## src/rtl/odometer_meas_sequencer_pkg.sv

```systemverilog
// Shared state encoding, default timing parameters and phase-counter helper
// for the odometer measurement-window sequencer.
package odometer_seq_pkg;

  typedef enum logic [2:0] {
    ST_IDLE    = 3'd0,
    ST_PWR_UP  = 3'd1,
    ST_ARM     = 3'd2,
    ST_MEASURE = 3'd3,
    ST_DONE    = 3'd4,
    ST_TIMEOUT = 3'd5
  } seq_state_e;

  localparam int unsigned DEF_PWR_SETTLE_CYC = 32'd4;
  localparam int unsigned DEF_ARM_CYC        = 32'd2;
  localparam int unsigned DEF_WDOG_W         = 32'd16;
  localparam int unsigned DEF_WDOG_LIMIT     = 32'h0000_FFF0;

  localparam int unsigned PHASE_W = 32'd4;

  // The phase counter counts down to zero, so an N-cycle phase loads N-1.
  function automatic logic [PHASE_W-1:0] phase_load(input int unsigned cyc);
    return PHASE_W'(cyc - 32'd1);
  endfunction

endpackage

```

## src/rtl/odometer_meas_sequencer_sync.sv

```systemverilog
// Single-bit two-flop synchroniser with asynchronous active-high reset.
module sync_2ff (
  input  logic clk,
  input  logic rst,
  input  logic d,
  output logic q
);

  logic meta_r;

  // Two-stage capture of the asynchronous input.
  always_ff @(posedge clk or posedge rst) begin
    if (rst) begin
      meta_r <= 1'b0;
      q      <= 1'b0;
    end else begin
      meta_r <= d;
      q      <= meta_r;
    end
  end

endmodule

```

## src/rtl/odometer_meas_sequencer.sv

```systemverilog
// Measurement-window sequencer: power settle, ROSC arming, then a detect wait
// guarded by a dead-zone flag and a cycle watchdog. Held in DONE/TIMEOUT until reset.
module odometer_meas_sequencer
  import odometer_seq_pkg::*;
#(
  parameter int unsigned PWR_SETTLE_CYC = DEF_PWR_SETTLE_CYC,
  parameter int unsigned ARM_CYC        = DEF_ARM_CYC,
  parameter int unsigned WDOG_W         = DEF_WDOG_W,
  parameter int unsigned WDOG_LIMIT     = DEF_WDOG_LIMIT
) (
  input  logic              AC_STRESS_CLK,
  input  logic              RESET_MEAS_STRESS,
  input  logic              MEAS_STRESS,
  input  logic              DETECT,
  input  logic              DEADZONE_COUNTER_MSB,
  input  logic              START_LATCHED,
  output logic              EN_PWR_REQ,
  output logic              EN_ROSC_REQ,
  output logic              SEQ_BUSY,
  output logic              MEAS_OK,
  output logic              MEAS_TIMEOUT,
  output logic [WDOG_W-1:0] WIN_CYC,
  output logic [2:0]        SEQ_STATE
);

  localparam logic [PHASE_W-1:0] PWR_LOAD  = phase_load(PWR_SETTLE_CYC);
  localparam logic [PHASE_W-1:0] ARM_LOAD  = phase_load(ARM_CYC);
  localparam logic [WDOG_W-1:0]  LIMIT     = WDOG_LIMIT[WDOG_W-1:0];

  logic ms_s;
  logic det_s;
  logic dz_s;
  logic det_q_r;
  logic det_rise_s;

  seq_state_e          state_r;
  seq_state_e          state_n_s;
  logic [PHASE_W-1:0]  phase_r;
  logic [PHASE_W-1:0]  phase_n_s;
  logic [WDOG_W-1:0]   win_n_s;
  logic                pwr_n_s;
  logic                rosc_n_s;
  logic                ok_n_s;
  logic                tmo_n_s;

  sync_2ff u_sync_ms (
    .clk (AC_STRESS_CLK),
    .rst (RESET_MEAS_STRESS),
    .d   (MEAS_STRESS),
    .q   (ms_s)
  );

  sync_2ff u_sync_det (
    .clk (AC_STRESS_CLK),
    .rst (RESET_MEAS_STRESS),
    .d   (DETECT),
    .q   (det_s)
  );

  sync_2ff u_sync_dz (
    .clk (AC_STRESS_CLK),
    .rst (RESET_MEAS_STRESS),
    .d   (DEADZONE_COUNTER_MSB),
    .q   (dz_s)
  );

  assign det_rise_s = det_s & ~det_q_r;

  // Delayed copy of the synchronised detect for edge detection.
  always_ff @(posedge AC_STRESS_CLK or posedge RESET_MEAS_STRESS) begin
    if (RESET_MEAS_STRESS) begin
      det_q_r <= 1'b0;
    end else begin
      det_q_r <= det_s;
    end
  end

  // Next-state and phase-counter decode.
  always_comb begin
    state_n_s = state_r;
    phase_n_s = phase_r;
    case (state_r)
      ST_IDLE: begin
        if (ms_s && START_LATCHED) begin
          state_n_s = ST_ARM;
          phase_n_s = ARM_LOAD;
        end else if (ms_s) begin
          state_n_s = ST_PWR_UP;
          phase_n_s = PWR_LOAD;
        end else begin
          phase_n_s = '0;
        end
      end
      ST_PWR_UP: begin
        if (!ms_s) begin
          state_n_s = ST_IDLE;
          phase_n_s = '0;
        end else if (phase_r == 4'd0) begin
          state_n_s = ST_ARM;
          phase_n_s = ARM_LOAD;
        end else begin
          phase_n_s = phase_r - 4'd1;
        end
      end
      // A detect edge seen while arming belongs to the previous window.
      ST_ARM: begin
        if (!ms_s) begin
          state_n_s = ST_IDLE;
          phase_n_s = '0;
        end else if (phase_r == 4'd0) begin
          state_n_s = ST_MEASURE;
        end else begin
          phase_n_s = phase_r - 4'd1;
        end
      end
      ST_MEASURE: begin
        if (!ms_s) begin
          state_n_s = ST_IDLE;
          phase_n_s = '0;
        end else if (det_rise_s) begin
          state_n_s = ST_DONE;
        end else if (dz_s) begin
          state_n_s = ST_TIMEOUT;
        end else if (WIN_CYC == LIMIT) begin
          state_n_s = ST_TIMEOUT;
        end else begin
          state_n_s = ST_MEASURE;
        end
      end
      ST_DONE:    state_n_s = ST_DONE;
      ST_TIMEOUT: state_n_s = ST_TIMEOUT;
      default: begin
        state_n_s = ST_IDLE;
        phase_n_s = '0;
      end
    endcase
  end

  // Window counter: counts every cycle spent in MEASURE, saturates, clears in IDLE.
  always_comb begin
    win_n_s = WIN_CYC;
    if (state_n_s == ST_MEASURE) begin
      if (WIN_CYC == LIMIT) begin
        win_n_s = WIN_CYC;
      end else begin
        win_n_s = WIN_CYC + WDOG_W'(1);
      end
    end else if (state_n_s == ST_IDLE) begin
      win_n_s = '0;
    end else begin
      win_n_s = WIN_CYC;
    end
  end

  // Moore output decode from the next state, registered alongside the state.
  always_comb begin
    pwr_n_s  = 1'b0;
    rosc_n_s = 1'b0;
    ok_n_s   = 1'b0;
    tmo_n_s  = 1'b0;
    case (state_n_s)
      ST_IDLE: begin
        pwr_n_s = 1'b0;
      end
      ST_PWR_UP: begin
        pwr_n_s = 1'b1;
      end
      ST_ARM, ST_MEASURE: begin
        pwr_n_s  = 1'b1;
        rosc_n_s = 1'b1;
      end
      ST_DONE: begin
        ok_n_s  = 1'b1;
        pwr_n_s = START_LATCHED;
      end
      ST_TIMEOUT: begin
        tmo_n_s = 1'b1;
        pwr_n_s = START_LATCHED;
      end
      default: begin
        pwr_n_s = 1'b0;
      end
    endcase
  end

  // State, counters and all outputs.
  always_ff @(posedge AC_STRESS_CLK or posedge RESET_MEAS_STRESS) begin
    if (RESET_MEAS_STRESS) begin
      state_r      <= ST_IDLE;
      phase_r      <= '0;
      WIN_CYC      <= '0;
      EN_PWR_REQ   <= 1'b0;
      EN_ROSC_REQ  <= 1'b0;
      SEQ_BUSY     <= 1'b0;
      MEAS_OK      <= 1'b0;
      MEAS_TIMEOUT <= 1'b0;
      SEQ_STATE    <= 3'd0;
    end else begin
      state_r      <= state_n_s;
      phase_r      <= phase_n_s;
      WIN_CYC      <= win_n_s;
      EN_PWR_REQ   <= pwr_n_s;
      EN_ROSC_REQ  <= rosc_n_s;
      SEQ_BUSY     <= (state_n_s != ST_IDLE);
      MEAS_OK      <= ok_n_s;
      MEAS_TIMEOUT <= tmo_n_s;
      SEQ_STATE    <= state_n_s;
    end
  end

endmodule

```

## config.mk

```make
export PLATFORM = sky130hd
export DESIGN_NAME = odometer_meas_sequencer
export DESIGN_NICKNAME = d
export VERILOG_FILES = /design/src/rtl/odometer_meas_sequencer_pkg.sv /design/src/rtl/odometer_meas_sequencer_sync.sv /design/src/rtl/odometer_meas_sequencer.sv
export SDC_FILE = /design/constraint.sdc
export NUM_CORES = 1
export LEC_CHECK = 0
export ABC_AREA = 1
export CORE_MARGIN = 2
export CORE_UTILIZATION = 25
export CTS_BUF_LIST = sky130_fd_sc_hd__clkbuf_8
export DETAILED_ROUTE_END_ITERATION = 7
export HOLD_SLACK_MARGIN = 0.15
export REMOVE_ABC_BUFFERS = 1
export SLEW_MARGIN = 20
export SYNTH_ARGS = -nofsm -noshare
export SYNTH_HDL_FRONTEND = slang
export SYNTH_SLANG_ARGS = --single-unit
```

## constraint.sdc

```tcl
create_clock -name AC_STRESS_CLK -period 4.6 [get_ports AC_STRESS_CLK]
set_input_delay 0.69 -clock AC_STRESS_CLK [delete_from_list [all_inputs] [get_ports AC_STRESS_CLK]]
set_output_delay 0.69 -clock AC_STRESS_CLK [all_outputs]
set_load 0.1 [all_outputs]
```

==> results, run 1 <==
- The run finished with clean final reports.
- After routing, the total negative slack on setup checks comes to 0 ns.
- The power consumption is 1.34 mW.
- In the final design database the tool counted 298 nets.
- The number of setup violations in the final report is 0.
- The pre-CTS setup slack is 2.07 ns.
- In this run, distinct cell masters in the synthesized netlist total 23.
- The worst voltage drop across the vdd grid is 0.208 mV.
- For this block, the routed nets add up to 4280 µm of wire.
- The number of buffers inserted for hold repair after clock tree synthesis is 0.
- Counting instances in the post-synthesis netlist gives the leading cell types as sky130_fd_sc_hd__nand2_1, sky130_fd_sc_hd__nor2_1, sky130_fd_sc_hd__dfrtp_1.
- Buffers added to address setup during post-CTS repair amount to 0.
- The transition time of the tightest slew-check pin is 0.972 ns.
- In the final layout, the registers with the most flip-flops are WIN_CYC (16), phase_r (4), state_r (3).
- For this design the top-level I/O count stands at 30.
- The maximum clock skew at final layout is 0.00844 ns.
- The post-cts resize count is 0.
- The relative slew slack is 35.0%.
- No sink is reached through more buffers than the 2 on the longest clock path.
- The analysis attributes to cell leakage a power of 1.14 nW.
- On the critical path the largest part of the delay comes from buffers and inverters.
- The via-per-instance ratio is 4.26.
- Detailed placement ended at an HPWL of 3170 µm.
- The worst setup path is launched from a flop.
- The highest achievable clock rate is 376 MHz.
- In this run the cell area measured after placement is 2360 µm².
- The floorplan step defined a die boundary enclosing 8580 µm².
- The number of H-tree levels is 2.
- The final-report max-slew violation count was 0.
- The die height is 92.6 µm.
- The top cell type's share of synthesized area is 44.6%.
- The worst setup slack after layout is 1.94 ns.
- sky130_fd_sc_hd__nand2_1 is the most common cell in the netlist.
- After layout, the worst path uses 57.9% of the clock period.
- During synthesis, Yosys emitted a total of 0 warnings.
- The capturing element type of the critical path is an output port.
- The detail route stage leaves a number of antenna-violating nets equal to 0.
- The classification of the worst-slack hold path is flop to flop.
- Global routing used 11.0% of the available tracks.
- The number of storage elements in the synthesis netlist is 35.
- The initial antenna violation count was 0.
- Fill cells in the final layout number 837.
- For this run, the detailed router's first-pass iteration total came to 4.
- Port buffering added 29 buffers.
- The register with the most flip-flops in the layout has 16 of them.
- The layout-stage area growth over the synthesis result is 24.4%.
- The cell sitting at the root of the clock tree is a sky130_fd_sc_hd__clkbuf_8.
- After the first detailed-routing iteration, the DRC count stood at 51.
- For the worst setup path, the data arrival time is 1.97 ns.
- The largest net degree at the start of global routing is 36.
- The max capacitance violation total is 0.
- After clock tree synthesis, the clock-pin slew on the worst setup and hold paths is 0.07 ns.
- The remaining routing DRC violations is 0.
- The final hold violation count is 0.
- In the post-synthesis netlist, the biggest area contributors are sky130_fd_sc_hd__dfrtp_1, sky130_fd_sc_hd__nand2_1, sky130_fd_sc_hd__nor2_1.
- TritonCTS built the clock tree.
- The post-synthesis sequential area ratio is 44.6%.
- The share of async-settable or async-resettable flops after synthesis is 100%.
- The number of global-route vias before repair is 1682.
- After layout, the minimum clock period comes to 2.66 ns.
- The detail-routed net length per standard cell is 10.9 µm.
- Traced cell by cell, the critical path runs through clkdlybuf4s50_1.
- The total area inside the core boundary comes to 7650 µm².
- The post-synthesis cell type with the largest combined area is sky130_fd_sc_hd__dfrtp_1.
- The die is 92.6 µm wide.
- After routing the design area is 2440 µm².
- The count of buffer and inverter cells on the critical path is 1.
- In this run the mean area of a mapped cell was 7.70 µm².
- STA puts the critical path data required time at 3.91 ns.
- The biggest fanout along the worst timing path is 7.
- For this configuration, the core starts out at a cell density of 25.7%.
- The classification of the worst setup path is flop to output port.
- The post-route netlist has 8.30% of its cells at a drive strength greater than 1.
- The count of flip-flops with a built-in enable after synthesis is 0.
- The delay of the slowest critical-path stage is 1.19 ns.
- For this design, the slowest cell found on the critical path is sky130_fd_sc_hd__clkdlybuf4s50_1.
- Clock tree synthesis inserted a total of 5 buffers.
- The first global-routing pass estimated 7580 µm of wire.
- The total congestion overflow after global routing is 0.
- In this run the power density over the cells is 547 nW/µm².
- Setup repair after global routing left no endpoint under its margin.
- For this run, the leading register cell type out of synthesis is sky130_fd_sc_hd__dfrtp_1.
- The total number of vias is 1664.
- In this run the core area contains 32 standard-cell rows.
- WIN_CYC holds more flip-flops than any other register.
- The antenna cell count is 0.
- The clock latency reported for the late side of the worst-skew pair is 0.29 ns.
- The synthesized netlist occupies a cell area of 1960 µm².
- In the synthesized netlist, the number of instances is 255.
- The routability congestion estimate from global placement is 0.864.
- For this design, the sink count on the clock tree is 35.
==> cell usage in the layout, fill, tap and decap left out, drive strengths merged, types with 2 or more instances in the layout <==
cell type and instances:
inv 31, dfrtp 35, nand2 70, clkdlybuf4s50 29, nand4 7, nor2 45
xor2 10, nand3 28, a21oi 2, or2 2, o21ai 6, ha 4
xnor2 4, nor3 7, clkbuf 5
==> layout make-up <==
| type | count | area, µm² | area share (%) |
|---|---|---|---|
| Sequential cell | 35 | 876 | 35.9 |
| Timing Repair Buffer | 30 | 298 | 12.2 |
| Multi-Input combinational cell | 186 | 943 | 38.6 |
| Clock inverter | 3 | 16.3 | 0.666 |
| Tap cell | 102 | 128 | 5.23 |
| Inverter | 30 | 113 | 4.61 |
| Clock buffer | 5 | 68.8 | 2.82 |
==> path summary, 6_finish.rpt <==
check | from | end | slack [ns] | cells past startpoint
setup / recovery | state_r[1]$_DFF_PP0_ | SEQ_STATE[1] | 1.94 | 1
hold / removal | u_sync_ms.meta_r$_DFF_PP0_ | u_sync_ms.q$_DFF_PP0_ | 0.35 | 0
setup reg to reg | WIN_CYC[0]$_DFFE_PP0P_ | WIN_CYC[4]$_DFFE_PP0P_ | 2.40 | 13
hold reg to reg | u_sync_ms.meta_r$_DFF_PP0_ | u_sync_ms.q$_DFF_PP0_ | 0.35 | 0
max in group asynchronous | RESET_MEAS_STRESS | WIN_CYC[6]$_DFFE_PP0P_ | 3.48 | 3
min in group asynchronous | RESET_MEAS_STRESS | phase_r[3]$_DFFE_PP0P_ | 0.79 | 3
==> kinds of logic after synthesis <==
kind of cell    Yosys count  synth area share, %
simple gates            159                 36.8
fa+ha+maj                 4                 2.55
buf+inv                  34                 7.33
xor+xnor                 14                 6.25
flops                    35                 44.6
compound gates            9                 2.42
==> power breakdown <==
part	total [mW]	leakage, nW	internal (mW)	switching, mW
sequential	0.397	0.460	0.355	0.0422
clock	0.217	0.0453	0.104	0.114
combinational	0.722	0.637	0.172	0.550
==> stage by stage <==
step | instances | util, % | hold WS (ns)
floorplan | 251 | - | 0.331
global placement | 383 | 30.8 | 0.336
detailed placement | 383 | 30.8 | 0.335
CTS | 391 | 31.9 | 0.352
global route | 391 | 31.9 | 0.363
finish | 391 | 31.9 | 0.349
==> per-layer routing <==
layer | share of wire, % | global-route usage (%) | up-vias
met1 | 48 | 14.9 | 759
met2 | 45 | 16.6 | 34
li1 | - | - | 864
met5 | 0 | 0 | -
met4 | 1.8 | 4.78 | 0
met3 | 4.9 | 2.93 | 7
Note: power is estimated with default switching activity, not from simulation.
==> run 2, diff against run 1 <==
==> constraint.sdc (replaced) <==
create_clock -name AC_STRESS_CLK -period 2.2 [get_ports AC_STRESS_CLK]
set_input_delay 0.33 -clock AC_STRESS_CLK [delete_from_list [all_inputs] [get_ports AC_STRESS_CLK]]
set_output_delay 0.33 -clock AC_STRESS_CLK [all_outputs]
set_load 0.1 [all_outputs]
==> run 2 against run 1 <==
Worst setup slack worse by 1.7 ns. Sequential share of layout area is 0.29 points lower. Count of clock-buffer cells in the layout is 1 higher. Critical endpoint is now WIN_CYC[15]$_DFFE_PP0P_. Final area grew 0.82%. Routed wire length increased by 3.1%. Largest cell class unchanged. Clock power increased by 120%. Register-to-register slack got worse by 2.2 ns.
==> results, run 2 (synthesis results as in run 1) <==
- At the end of the flow the core is filled with cells to 32.2%.
- The transition time of the tightest slew-check pin is 0.439 ns.
- The final-report max-slew violation count came to 0.
- The placeable core region is 7650 µm².
- For the worst setup path, the data arrival time is 2.23 ns.
- The tree is rooted in a sky130_fd_sc_hd__clkbuf_8.
- The iteration-0 DRC count of the detailed router is 100.
- In the final routed layout, each cell accounts on average for 11.0 µm.
- On the critical path, the stage with the largest delay is an instance of sky130_fd_sc_hd__dfrtp_1.
- By startpoint and endpoint, the worst setup path is classified as flop to flop.
- Compared with the post-synthesis result, the final layout area differs by 25.4%.
- The initial antenna violation count is 0.
- The biggest fanout along the worst timing path is 18.
- The number of global-route vias before repair is 1735.
- After clock tree synthesis, the clock-pin slew on the worst setup and hold paths is 0.08 ns.
- After global routing the overflow that remains totals 0.
- The final HPWL from detailed placement is 3310 µm.
- The die height is 92.6 µm.
- The flow ran to the end, and the final reports show no timing, DRC or antenna violations.
- The initial core utilization is 25.7%.
- Routability-driven placement finished with a final weighted congestion of 0.872.
- Setup repair after global routing could not meet its margin everywhere.
- The row count is 32.
- The number of buffers inserted for hold repair after clock tree synthesis is 0.
- The largest net degree at the start of global routing is 36.
- The capturing element type of the critical path is a flop.
- The post-layout net count is 308.
- The final hold violation count is 0.
- The clock tree from TritonCTS is done.
- The post-CTS repair timing setup buffer count is 0.
- The H-tree was split into 2 levels.
- In the final layout, the registers with the most flip-flops are WIN_CYC (16), phase_r (4), state_r (3).
- Global routing consumed, over all layers together, 11.3% of the routing resources.
- Buffers placed on the I/O ports in this run total 29.
- The number of placed instances, taps included, is 393.
- Cells with a size suffix above 1 make up 19.8% of the layout.
- The maximum root-to-sink buffer count is 2.
- The most common cell after layout, fill and taps aside is sky130_fd_sc_hd__nand2_1.
- The worst voltage drop across the vdd grid is 0.430 mV.
- Prior to clock tree synthesis, the placed netlist has a worst setup slack of 0.121 ns.
- The total power density per cell area is 1170 nW/µm².
- The register with the most flip-flops in the layout has 16 of them.
- The worst setup slack after layout is 0.194 ns.
- The total placed instance area is 2370 µm².
- The library cells used most frequently in the layout, excluding fill and tap cells, are sky130_fd_sc_hd__nand2_1, sky130_fd_sc_hd__nor2_1, sky130_fd_sc_hd__dfrtp_1, sky130_fd_sc_hd__buf_4, sky130_fd_sc_hd__inv_1.
- The antenna cell count is 0.
- The post-cts resize count is 0.
- The total CTS buffers is 5.
- The first global-routing pass estimated 7840 µm of wire.
- The width of the die is 92.6 µm.
- Setup violations remaining at the end of the flow were counted as 0.
- The final critical path takes up 91.2% of the cycle.
- Hold is met by 0.351 ns.
- 30 I/O pins were placed.
- For the worst-skew pair, the clock arrives at the later sink with an insertion delay of 0.29 ns.
- The signal on the critical path passes through inv_1 > ha_1 > nand3_1 > nand2_1 > nor2_1 > nor2_2 > nand2_4 > buf_4 > nor2_4 > nand2_4 > nand2_4 > nand2_1 > nand2_1.
- Across the run, the number of max-cap violations was 0.
- The relative slew slack is 70.7%.
- After detailed routing, the number of remaining DRC violations is 0.
- For this design, the sink count on the clock tree is 35.
- In this design, the stage delay of the slowest critical-path cell is 0.37 ns.
- Summed over all cells, the static leakage comes to 1.24 nW.
- Across all layers, the routed design uses 1684 vias.
- The pre-antenna-repair detailed-routing pass consisted of 4 iterations.
- With fillers left out, the area of the finished cells amounts to 2460 µm².
- The classification of the worst-slack hold path is flop to flop.
- The overall routed net length is 4410 µm.
- Between clock sinks in the finished design, the worst skew comes to 0.00918 ns.
- STA puts the critical path data required time at 2.42 ns.
- For this run, the top clock speed supported by timing is 498 MHz.
- The category of the worst setup path launch point is a flop.
- The register with the most flip-flops is WIN_CYC.
- The count of non-filler cells in the finished layout is 400.
- The full die area is 8580 µm².
- The number of routed nets with antenna violations is 0.
- Dividing the detail-routed via count by the number of cells gives 4.21.
- The minimum clock period after layout is 2.01 ns.
## run 2: cell count changes in the layout (fill, tap and decap cells not counted)
cell,before,now
sky130_fd_sc_hd__buf_4,1,35
sky130_fd_sc_hd__nand2_1,64,63
sky130_fd_sc_hd__clkbuf_8,5,6
sky130_fd_sc_hd__clkinvlp_4,1,0
sky130_fd_sc_hd__clkdlybuf4s50_1,29,5
sky130_fd_sc_hd__inv_1,29,28
sky130_fd_sc_hd__nand2_2,2,3
## run 2: cell type report
class,instances,area (µm²)
Tap cell,102,128
Clock buffer,6,82.6
Multi-Input combinational cell,186,946
Timing Repair Buffer,40,313
Inverter,30,113
Clock inverter,1,5.00
Sequential cell,35,876
Fill cell,821,5180
## run 2: routing by layer
metal / GRT usage [%] / vias up / wire (µm)
met1: 14.9 / 756 / 2160
met3: 2.44 / 4 / 224
met5: 0 / - / 0
met4: 5.27 / 0 / 60
li1: - / 888 / -
met2: 17.6 / 36 / 1960
## run 2: power breakdown
part	internal (mW)	switching, mW
Sequential	0.743	0.0675
Combinational	0.402	1.19
Clock	0.246	0.228
Total	1.39	1.49
## run 2: path summary, 6_finish.rpt
check | startpoint | endpoint | slack (ns) | cells past startpoint
hold reg to reg | u_sync_dz.meta_r$_DFF_PP0_ | u_sync_dz.q$_DFF_PP0_ | 0.35 | 0
setup / recovery | phase_r[1]$_DFFE_PP0P_ | WIN_CYC[15]$_DFFE_PP0P_ | 0.19 | 13
max in group asynchronous | RESET_MEAS_STRESS | WIN_CYC[6]$_DFFE_PP0P_ | 1.44 | 3
setup reg to reg | phase_r[1]$_DFFE_PP0P_ | WIN_CYC[15]$_DFFE_PP0P_ | 0.19 | 13
hold / removal | u_sync_dz.meta_r$_DFF_PP0_ | u_sync_dz.q$_DFF_PP0_ | 0.35 | 0
min in group asynchronous | RESET_MEAS_STRESS | EN_ROSC_REQ$_DFF_PP0_ | 0.44 | 3
## run 2: worst max-delay path, delay by kind of cell, from the launching register on
kind                     cells  cell delay [ns]
AND/OR/NAND/NOR             10             1.09
flip-flops                   1             0.37
buffers and inverters        2             0.28
adder cells (fa/ha/maj)      1             0.20
## run 2: metrics by stage
step | power [mW] | setup TNS (ns)
3_3_place_gp | 2.41 | 0
3_5_place_dp | 2.41 | 0
4_1_cts | 2.91 | 0
5_1_grt | 3.08 | -0.00531
6_report | 2.88 | 0
2_1_floorplan | 2.00 | -5.08
==> run 3, diff against run 2 <==
--- a/config.mk
+++ b/config.mk
@@ -11,6 +11,7 @@
 export CTS_BUF_LIST = sky130_fd_sc_hd__clkbuf_8
 export DETAILED_ROUTE_END_ITERATION = 7
 export HOLD_SLACK_MARGIN = 0.15
+export PLACE_DENSITY_LB_ADDON = 0.2
 export REMOVE_ABC_BUFFERS = 1
 export SLEW_MARGIN = 20
 export SYNTH_ARGS = -nofsm -noshare
==> run 3 against run 2 <==
Combinational power rose by 4%. Cell count increased by 0.75%. First-iteration DRC count down 40%. Count of clock-buffer cells in the layout decreased by 1. Sequential cell count unchanged. Clock skew down 0.0018 ns. Utilization increased by 0.23 points. Global-route usage increased by 0.40 points. Critical path type unchanged. Highest routed layer unchanged.
==> results, run 3 (synthesis results as in run 1) <==
- The flow ran to the end, and the final reports show no timing, DRC or antenna violations.
- The relative slew slack is 69.4%.
- The number of routed nets with antenna violations is 0.
- The share of the cycle needed by the critical path after routing is 88.6%.
- The total congestion overflow after global routing is 0.
- The iteration-0 DRC count of the detailed router is 60.
- The count of buffers added on input and output ports is 29.
- The congestion estimate from routability-driven global placement came to 0.808.
- The count of non-filler cells in the finished layout is 403.
- The count of pins on the block boundary is 30.
- Across all register-to-register paths, the minimum setup slack is 0.25 ns.
- The total CTS buffers is 5.
- Counting along the longest clock path gives a buffer depth of 2.
- The largest registers in the layout are WIN_CYC (16), phase_r (4), state_r (3).
- The floorplan step set the die height to 92.6 µm.
- The die covers 8580 µm².
- The start of the worst register-to-register path is phase_r[0]$_DFFE_PP0P_.
- The endpoint of the worst hold path is u_sync_det.q$_DFF_PP0_.
- STA classifies the critical path endpoint as a flop.
- The required time at the endpoint of the critical path is 2.42 ns.
- Buffers inserted to repair hold after CTS numbered 0.
- The post-CTS repair timing setup buffer count is 0.
- The overall routed net length is 4700 µm.
- The cell family contributing the most delay on the critical path is simple AND/OR/NAND/NOR gates.
- The category of the worst setup path launch point is a flop.
- The die is 92.6 µm wide.
- The clock tree from TritonCTS is done.
- The classification of the worst setup path is flop to flop.
- Ranked by flip-flop count, first place goes to WIN_CYC.
- From synthesis to final layout, the design area changed by 26.3%.
- Combinational cells account for 57.1% of the total power.
- The antenna cell count is 0.
- The multi-input combinational cells in the finished layout cover a total of 955 µm².
- Summed over all nets, the switching power comes to 1.53 mW.
- The launch point of the worst hold path is u_sync_det.meta_r$_DFF_PP0_.
- The overall track demand over capacity in global routing is 11.7%.
- The placeable core region is 7650 µm².
- Of the total power, the clock network draws 15.1%.
- The initialized floorplan defines 32 standard-cell rows.
- The clock latency reported for the late side of the worst-skew pair is 0.28 ns.
- The remaining routing DRC violations is 0.
- Sequential cells burn 27.8% of the power.
- The signal arrival time at the worst endpoint is 2.16 ns.
- Max-cap violations in this run came to 0.
- The clock transition at the registers of the reported paths is 0.07 ns.
- At the pin with the least slew margin, the transition time is 0.459 ns.
- The final hold violation count is 0.
- The number of instances on the worst hold path is 0.
- For this run, the slowest stage of the critical path takes 0.33 ns.
- The cell count after placement is 395.
- The static leakage is 1.25 nW.
- The initial antenna violation count is 0.
- The largest net degree at the start of global routing is 36.
- Net switching is 52.5% of the power.
- Dividing total power by cell area gives a power density of 1170 nW/µm².
- The buffer type at the clock tree root is sky130_fd_sc_hd__clkbuf_8.
- The endpoint identified for the worst register-to-register timing path is WIN_CYC[2]$_DFFE_PP0P_.
- The final total negative setup slack is 0 ns.
- The share of cells above drive strength 1 is 19.9%.
- The via-per-instance ratio is 4.28.
- The final HPWL from detailed placement is 3420 µm.
- Hold is met by 0.349 ns.
- The maximum clock skew at final layout is 0.00734 ns.
- The filler cells instantiated in the layout total 840.
- The power consumption is 2.91 mW.
- For this configuration, the core starts out at a cell density of 25.7%.
- Timing would allow up to 513 MHz.
- Leaving out fill and tap cells, the most frequent cells in the layout are sky130_fd_sc_hd__nand2_1, sky130_fd_sc_hd__nor2_1, sky130_fd_sc_hd__buf_4.
- Cells fill 32.4% of the core in the end.
- The critical path goes through inv_1 > ha_1 > nand2_1 > nor2_1 > nand2_1 > nand2_1 > nor2_2 > nand2_4 > buf_4 > nor2_4 > nand2_4 > nand2_8 > nand2_1 > nand2_1.
- The minimum clock period after layout is 1.95 ns.
- The number of H-tree levels is 2.
- The classification of the worst-slack hold path is flop to flop.
- The worst register-to-register path has a depth of 14.
- The count of buffer and inverter cells on the critical path is 2.
- The number of global-route vias before repair is 1611.
- The total number of vias is 1724.
- The biggest fanout along the worst timing path is 18.
- The register with the most flip-flops in the layout has 16 of them.
- The number of search-and-repair iterations in the first detailed-routing pass is 4.
- The first-pass GRT wire length is 7940 µm.
- In the final design database the tool counted 310 nets.
- The tree built by TritonCTS fans out to 35 sinks.
- The cell that appears most often on the critical path is sky130_fd_sc_hd__nand2_1.
- Setup violations remaining at the end of the flow were counted as 0.
- On the critical path, the stage with the largest delay is an instance of sky130_fd_sc_hd__dfrtp_1.
- The total internal power is 1.38 mW.
- Summing all flip-flop and latch instances after layout gives 876 µm².
- The final-report max-slew violation count came to 0.
- The worst voltage drop across the vdd grid is 0.417 mV.
- The detail-routed net length per standard cell is 11.7 µm.
- The most common cell after layout, fill and taps aside is sky130_fd_sc_hd__nand2_1.
-- run 3: changes by cell type in the layout (fill, tap and decap cells not counted) --
cell / delta
sky130_fd_sc_hd__inv_1: +2
sky130_fd_sc_hd__clkbuf_8: -1
sky130_fd_sc_hd__buf_4: +2
sky130_fd_sc_hd__nand2_4: -1
sky130_fd_sc_hd__nand2_8: +1
-- run 3: final cells by class --
| type | instances | share of cell area, % |
|---|---|---|
| Clock buffer | 5 | 2.77 |
| Clock inverter | 3 | 0.505 |
| Inverter | 30 | 4.54 |
| Multi-Input combinational cell | 186 | 38.5 |
| Sequential cell | 35 | 35.3 |
| Tap cell | 102 | 5.15 |
| Timing Repair Buffer | 42 | 13.2 |
-- run 3: worst register-to-register path, cell delays in order (launching register included) --
cell,delay (ns)
sky130_fd_sc_hd__dfrtp_1,0.33
sky130_fd_sc_hd__inv_1,0.05
sky130_fd_sc_hd__ha_1,0.22
sky130_fd_sc_hd__nand2_1,0.08
sky130_fd_sc_hd__nor2_1,0.04
sky130_fd_sc_hd__nand2_1,0.08
sky130_fd_sc_hd__nand2_1,0.06
sky130_fd_sc_hd__nor2_2,0.17
sky130_fd_sc_hd__nand2_4,0.10
sky130_fd_sc_hd__buf_4,0.16
sky130_fd_sc_hd__nor2_4,0.13
sky130_fd_sc_hd__nand2_4,0.18
sky130_fd_sc_hd__nand2_8,0.16
sky130_fd_sc_hd__nand2_1,0.07
sky130_fd_sc_hd__nand2_1,0.06
-- run 3: repair_timing --
| item | 4_1_cts | 5_1_grt |
|---|---|---|
| endpoints found under the hold margin | 0 | 0 |
| endpoints found under the setup margin | 0 | 13 |
| resized for setup | 0 | 2 |
-- run 3: per-layer routing --
| layer | share of wire, % | global-route usage (%) | up-vias |
|---|---|---|---|
| met5 | 0 | 0 | - |
| li1 | - | - | 891 |
| met4 | 1.5 | 4.53 | 0 |
| met2 | 43 | 17.5 | 27 |
| met3 | 4.2 | 2.44 | 5 |
| met1 | 51 | 16.5 | 801 |
-- run 3: power by group through the flow --
stage	clock network, mW	registers [mW]	logic [mW]
final	0.439	0.810	1.66
after global placement	0	0.821	1.63
after floorplan	0	1.30	0.704
after detailed placement	0	0.821	1.62
after CTS	0.464	0.810	1.63
after global routing	0.489	0.823	1.80
-- run 3: worst max path at each step --
stage,start,endpoint,cells after the start,slack (ns)
global route,phase_r[0]$_DFFE_PP0P_,WIN_CYC[2]$_DFFE_PP0P_,14,-0.004
finish,phase_r[0]$_DFFE_PP0P_,WIN_CYC[2]$_DFFE_PP0P_,14,0.25
floorplan,WIN_CYC[0]$_DFFE_PP0P_,WIN_CYC[12]$_DFFE_PP0P_,13,-0.32
CTS,WIN_CYC[1]$_DFFE_PP0P_,WIN_CYC[13]$_DFFE_PP0P_,14,0.11
detailed placement,START_LATCHED,WIN_CYC[14]$_DFFE_PP0P_,10,0.07
global placement,START_LATCHED,WIN_CYC[10]$_DFFE_PP0P_,10,0.12
-- run 3: per-stage QoR --
stage	setup WS [ns]	cell area, µm²
final	0.252	2480
after CTS	0.113	2470
after global placement	0.116	2390
after detailed placement	0.0737	2390
after global routing	-0.00441	2480
after floorplan	-0.322	1930
